[src/rtl/midi_note_parser.sv]
// Byte-level MIDI Note On/Off decoder with running status, realtime pass-through
// and length tracking of non-note messages; drives a last-note-priority gate.
module midi_note_parser #(
    parameter bit         OMNI         = 1'b1,
    parameter logic [3:0] MIDI_CHANNEL = 4'd0
) (
    input  logic       clk,
    input  logic       reset,
    input  logic       byte_valid,
    input  logic [7:0] byte_data,
    output logic       event_valid,
    output logic       event_note_on,
    output logic [6:0] event_note,
    output logic [6:0] event_velocity,
    output logic       gate,
    output logic [6:0] held_note,
    output logic [6:0] held_velocity,
    output logic [7:0] led
);

    typedef enum logic [1:0] {
        ST_IDLE    = 2'd0,
        ST_WAIT_D1 = 2'd1,
        ST_WAIT_D2 = 2'd2
    } state_t;

    state_t     state_q, state_d;
    logic [7:0] status_q, status_d;
    logic       two_bytes_q, two_bytes_d;
    logic [6:0] d1_q, d1_d;

    logic       ev_valid_q, ev_valid_d;
    logic       ev_on_q, ev_on_d;
    logic [6:0] ev_note_q, ev_note_d;
    logic [6:0] ev_vel_q, ev_vel_d;
    logic       gate_q, gate_d;
    logic [6:0] held_note_q, held_note_d;
    logic [6:0] held_vel_q, held_vel_d;
    logic [7:0] led_q, led_d;

    logic       msg_done;
    logic       is_note_msg;
    logic       chan_ok;
    logic       note_on;

    // Only two-data-byte messages can be notes, so completion is tracked in WAIT_D2.
    assign is_note_msg = (status_q[7:5] == 3'b100);
    assign chan_ok     = OMNI || (status_q[3:0] == MIDI_CHANNEL);
    assign note_on     = status_q[4] && (byte_data[6:0] != 7'd0);

    always_comb begin
        state_d     = state_q;
        status_d    = status_q;
        two_bytes_d = two_bytes_q;
        d1_d        = d1_q;
        ev_valid_d  = 1'b0;
        ev_on_d     = ev_on_q;
        ev_note_d   = ev_note_q;
        ev_vel_d    = ev_vel_q;
        gate_d      = gate_q;
        held_note_d = held_note_q;
        held_vel_d  = held_vel_q;
        msg_done    = 1'b0;

        if (byte_valid) begin
            if (byte_data[7]) begin
                if (byte_data[7:3] == 5'b11111) begin
                    // Realtime: transparent, may sit inside any message.
                end else if (byte_data[7:4] == 4'hF) begin
                    state_d  = ST_IDLE;
                    status_d = 8'h00;
                end else begin
                    status_d    = byte_data;
                    two_bytes_d = (byte_data[7:4] != 4'hC) && (byte_data[7:4] != 4'hD);
                    state_d     = ST_WAIT_D1;
                end
            end else begin
                case (state_q)
                    ST_WAIT_D1: begin
                        d1_d    = byte_data[6:0];
                        state_d = two_bytes_q ? ST_WAIT_D2 : ST_WAIT_D1;
                    end
                    ST_WAIT_D2: begin
                        msg_done = 1'b1;
                        state_d  = ST_WAIT_D1;
                    end
                    default: begin
                    end
                endcase
            end
        end

        if (msg_done && is_note_msg && chan_ok) begin
            ev_valid_d = 1'b1;
            ev_note_d  = d1_q;
            ev_on_d    = note_on;
            ev_vel_d   = note_on ? byte_data[6:0] : 7'd0;
            if (note_on) begin
                gate_d      = 1'b1;
                held_note_d = d1_q;
                held_vel_d  = byte_data[6:0];
            end else if (d1_q == held_note_q) begin
                gate_d = 1'b0;
            end
        end

        led_d = {8{gate_d}};
    end

    always_ff @(posedge clk) begin
        if (reset) begin
            state_q     <= ST_IDLE;
            status_q    <= 8'h00;
            two_bytes_q <= 1'b0;
            d1_q        <= 7'd0;
            ev_valid_q  <= 1'b0;
            ev_on_q     <= 1'b0;
            ev_note_q   <= 7'd0;
            ev_vel_q    <= 7'd0;
            gate_q      <= 1'b0;
            held_note_q <= 7'd0;
            held_vel_q  <= 7'd0;
            led_q       <= 8'h00;
        end else begin
            state_q     <= state_d;
            status_q    <= status_d;
            two_bytes_q <= two_bytes_d;
            d1_q        <= d1_d;
            ev_valid_q  <= ev_valid_d;
            ev_on_q     <= ev_on_d;
            ev_note_q   <= ev_note_d;
            ev_vel_q    <= ev_vel_d;
            gate_q      <= gate_d;
            held_note_q <= held_note_d;
            held_vel_q  <= held_vel_d;
            led_q       <= led_d;
        end
    end

    assign event_valid    = ev_valid_q;
    assign event_note_on  = ev_on_q;
    assign event_note     = ev_note_q;
    assign event_velocity = ev_vel_q;
    assign gate           = gate_q;
    assign held_note      = held_note_q;
    assign held_velocity  = held_vel_q;
    assign led            = led_q;

endmodule

[config.mk]
export PLATFORM = sky130hd
export DESIGN_NAME = midi_note_parser
export DESIGN_NICKNAME = d
export VERILOG_FILES = /design/src/rtl/midi_note_parser.sv
export SDC_FILE = /design/constraint.sdc
export NUM_CORES = 1
export LEC_CHECK = 0
export BUFFER_PORTS_ARGS = -buffer_cell sky130_fd_sc_hd__buf_4
export CORE_MARGIN = 1.5
export CORE_UTILIZATION = 35
export DETAILED_ROUTE_END_ITERATION = 8
export PLACE_DENSITY = 0.61
export RECOVER_POWER = 25
export SLEW_MARGIN = 10
export SYNTH_ARGS = -nofsm -noshare
export SYNTH_HDL_FRONTEND = slang
export SYNTH_SLANG_ARGS = --single-unit
[constraint.sdc]
create_clock -name clk -period 1.6 [get_ports clk]
set_input_delay 0.32 -clock clk [delete_from_list [all_inputs] [get_ports clk]]
set_output_delay 0.32 -clock clk [all_outputs]
set_load 0.005 [all_outputs]
# --- After elaboration in Yosys (flattened, before gate mapping) ---
# Cells that the tools add are included.
totals:
  reg_bits: 50
  input_bits: 11
  output_inout_bits: 39
  elab_cells: 48
op_classes:
  eq_ne: 9
  mux: 14
  n_bitwise: 3
  n_reduce_logical: 10
ops:
  columns: ["operator", "count"]
  rows:
  - ["$reduce_and 3->1", 3]
  - ["$mux 1", 8]
  - ["$mux 8", 1]
  - ["$ne 4x4->1 const B", 2]
  - ["$eq 7x7->1", 1]
  - ["$mux 7", 1]
  - ["$reduce_bool 7->1", 1]
  - ["$mux 2", 3]
  - ["$eq 5x5->1 const B", 1]
  - ["$eq 4x4->1 const B", 1]
  - ["$pmux 2 s2", 1]
  - ["$reduce_and 4->1", 1]
  - ["$eq 3x3->1 const B", 1]
  - ["$logic_and 1x1->1", 3]
  - ["$not 1->1", 3]
  - ["$reduce_bool 3->1", 1]
  - ["$eq 2x1->1 const B", 1]
  - ["$eq 2x2->1 const B", 1]
  - ["$ne 2x2->1 const B", 1]
  - ["$reduce_and 2->1", 1]

# --- Depth between registers and ports, before layout ---
logic_depth:
  ltp_word: 6
  depth_mapped: 6
  depth_no_buf: 4

# --- Least setup slack after synthesis ---
# Ideal clock, no wire load.
synth_timing:
  kind: "register to register"
  startpoint: "reg state_q[0]"
  endpoint: "reg state_q[0]"
  setup_time_ns: 0.059
  t_arrival_ns: 1.237
  required_ns: 1.541
  path_slack_ns: 0.303
  path_stages_with_launch: 5
  path_buffers: 0
  period_less_slack_ns: 1.297
  path_cell_list: "dfxtp_1 -> xor2_1 -> o221ai_2 -> or4b_1 -> nand2_1"
synth_via:
  elab_chain_cells: 3
  elab_cells_between_ends: 6
  classes_between: "eq/ne: 2; mux: 2; reduce/logical: 2"
synth_lines:
  columns: ["item", "line_no", "source"]
  rows:
  - ["start: declaration", "27", "state_t state_q, state_d;"]
  - ["start signal: assignment", "125", "state_q <= state_d;"]
  - ["$eq 2x2->1 / $eq 2x1->1 (equally long branches)", "78", "case (state_q)"]
  - ["$pmux 2 s2 / $reduce_bool 3->1 (equally long branches)", null, null]
  - ["$mux 2 / $reduce_and 3->1 (equally long branches)", null, null]
# Parallel ways exist; a longest one is shown, timed or not.
# A chain may end at the register's enable or synchronous reset.

# --- Final worst setup path ---
# Ends and elaborated chain as after synthesis.

==> impl_metrics.csv <==
group,metric,value,unit
clock_tree,clkTransAtPathRegs,0.08,ns
floorplan,die_y,75.2,µm
route,antenna_left,0,
timing,setup_tns,0,ns
clock_tree,root_buffer,"clkbuf_8",
floorplan,core_area,0.00507,mm²
logic_synthesis,avgSynthCellArea,8.73,µm²
finish,seq_area,901,µm²
grt,grt_max_degree,37,
logic_synthesis,synthCells,209,
route,drc_errors,0,
logic_synthesis,synth_seq_cells,45,
grt,grt_util_all_layers,17.0,%
critical_path,critPathSlowestCell,"or4b_1",
critical_path,crit_family,"simple AND/OR/NAND/NOR gates",
critical_path,startpoint_type,"flip-flop",
logic_synthesis,netlist_area,0.00183,mm²
finish,area_growth,28.2,%
logic_synthesis,ys_warn_count,0,
clock_tree,htree_num_levels,2,
critical_path,required,1.84,ns
power,p_per_area,886,mW/mm²
worst_hold_path,whs_path_depth,2,
finish,fillers,541,
timing,slew-limit-headroom,76.1,%
grt,grt_pass1_wl,7.21,mm
timing,worst_clock_skew,0.00433,ns
finish,insertedDiodeCount,0,
critical_path,rr_worst_depth,4,
placed_design,numPortBuffers,49,
finish,drive_gt1_share,26.5,%
logic_synthesis,synth.distinct_cells,33,
timing,worstMarginPinSlew,0.359,ns
clock_tree,cts.sinks,45,
critical_path,worst_ep_arrival_time,1.65,ns
power,ir_drop,494,µV
power,fin_total_pwr,2.07,mW
critical_path,path_depth,4,
timing,setup_viol,0,
floorplan,die_w,75.2,µm
clock_tree,insertion_delay,0.29,ns
finish,multi_input_area,798,µm²
timing,fin_crit_sh,87.9,%
timing,drv_slew,0,
floorplan,core.rowCount,26,
placed_design,dp_hpwl,3.13,mm
route,dr_total_vias,1557,
logic_synthesis,ys_seq_area_share,49.3,%
route,drt-pass1-iter-count,4,
floorplan,floorplan.initialDensity,36.0,%
grt,antenna_found_initial,0,
clock_tree,cts_tree,"yes",
finish,nNetsFinal,268,
clock_tree,clockBufferDepth,2,
critical_path,cp.buffers_inverters,0,
outcome,outcome,"complete, no violations",
timing,rsz0062_at_grt,"false",
route,detail_route.iter0.violations,58,
logic_synthesis,syn_nets,220,
power,leakage,0.912,nW
flow_run,cap_viol_max_count,0,
critical_path,worstSetupEndpointType,"flip-flop",
critical_path,path_class,"flip-flop to flip-flop",
route,wirelength,4.28,mm
timing,hold_violations,0,
placed_design,place_congestion,0.794,
floorplan,num_io_pins,50,
critical_path,worstPathCellList,"xor2_1 -> o221ai_2 -> or4b_1 -> nand2_1",
grt,grt_pass1_vias,1479,
worst_hold_path,worst_hold_path_type,"input pin to flip-flop",
clock_tree,post_cts_resized,0,
grt,overflow,0,
critical_path,cp_max_fo,5,
clock_tree,post_cts_buffers,0,
clock_tree,cts_made_buffers,5,
critical_path,max_stage_delay,0.53,ns
route,via_per_inst,4.76,
timing,max_freq,0.711,GHz
timing,min_period,1.41,ns
critical_path,reg2reg_setup_slack,0.19,ns
clock_tree,cts_hold_buf,0,
finish,finish.utilization,46.1,%
floorplan,die-area,0.00566,mm²
route,wl_per_cell,13.1,µm
## layout by cell type, fill, tap and decap left out, types with 2 or more instances in the layout
master,n
a21oi_1,31
a22oi_1,3
and2_1,2
and3_1,2
buf_4,44
clkbuf_1,3
clkbuf_4,14
clkbuf_8,5
dfxtp_1,45
mux2i_1,8
nand2_1,33
nand3_1,10
nand4_1,2
nor2_1,15
nor3_1,2
o21ai_0,14
xnor2_1,7
## registers in the layout, summed over array words and instances (netlist names)
name            flops
event_velocity      7
held_velocity       7
status_q            4
two_bytes_q         1
state_q             2
led                 1
event_note_on       1
held_note           7
event_note          7
event_valid         1
d1_q                7
## area by class of cell
class                      count  share of cell area (%)
clock buffer                   5                    2.94
clock inverter                 2                    1.50
inverter                       1                   0.160
multi-input combinational    143                    34.1
sequential                    45                    38.5
tap                           70                    3.74
timing repair buffer          61                    19.1
## power by group
part | leakage, nW | internal (mW) | switching, mW
registers | 0.363 | 1.13 | 0.0139
clock network | 0.0540 | 0.454 | 0.365
logic | 0.494 | 0.0468 | 0.0619
## logic make-up (layout without fill, tap and decap cells)
family          after synthesis  in the layout  share of synthesized area, %
xor+xnor                      8              8                          3.84
compound gates               51             51                          15.2
buf+inv                      21             69                          6.92
flops                        45             45                          49.3
simple gates                 76             76                          20.3
mux                           8              8                          4.39
## synthesized netlist by cell type, drive strengths merged
cell type,n,area [µm²]
and4b,1,10.0
nor2,15,56.3
nand3,11,60.1
nor4bb,1,10.0
and4bb,2,25.0
nand3b,1,7.51
o221ai,1,15.0
nand4,2,12.5
xnor2,7,61.3
mux2i,8,80.1
nor4,1,6.26
and2,2,12.5
clkbuf,6,23.8
buf,14,98.8
nor3,2,10.0
dfxtp,45,901
inv,1,3.75
a22oi,3,22.5
o21ai,14,70.1
o31ai,1,7.51
o211ai,1,7.51
nor3b,1,7.51
and3,2,12.5
xor2,1,8.76
a21oi,31,155
nor2b,1,6.26
or4b,1,10.0
nand2,33,124
## per-stage QoR
step	instance area, µm²	setup WS (ns)	hold WS [ns]	std cells
finish	2340	0.193	0.266	327
global route	2340	0.0345	0.264	327
CTS	2350	0.195	0.263	327
detailed placement	2250	0.140	0.447	320
global placement	2250	0.150	0.443	320
floorplan	1830	0.303	0.448	209
## metal layers
metal	vias up	part of all wire, %	GRT usage (%)
li1	807	-	-
met2	37	45	26.8
met1	708	49	22.1
met4	0	1.1	5.36
met5	-	0	0
met3	5	5.5	5.62
## worst paths after layout
check                                    to                           start
max                 state_q[0]$_SDFFE_PP0P_         state_q[0]$_SDFFE_PP0P_
max reg2reg         state_q[0]$_SDFFE_PP0P_         state_q[0]$_SDFFE_PP0P_
min          event_velocity[6]$_SDFFE_PP0P_                           reset
min reg2reg  event_velocity[1]$_SDFFE_PP0P_  event_velocity[1]$_SDFFE_PP0P_
(Power assumes the default switching activity.)
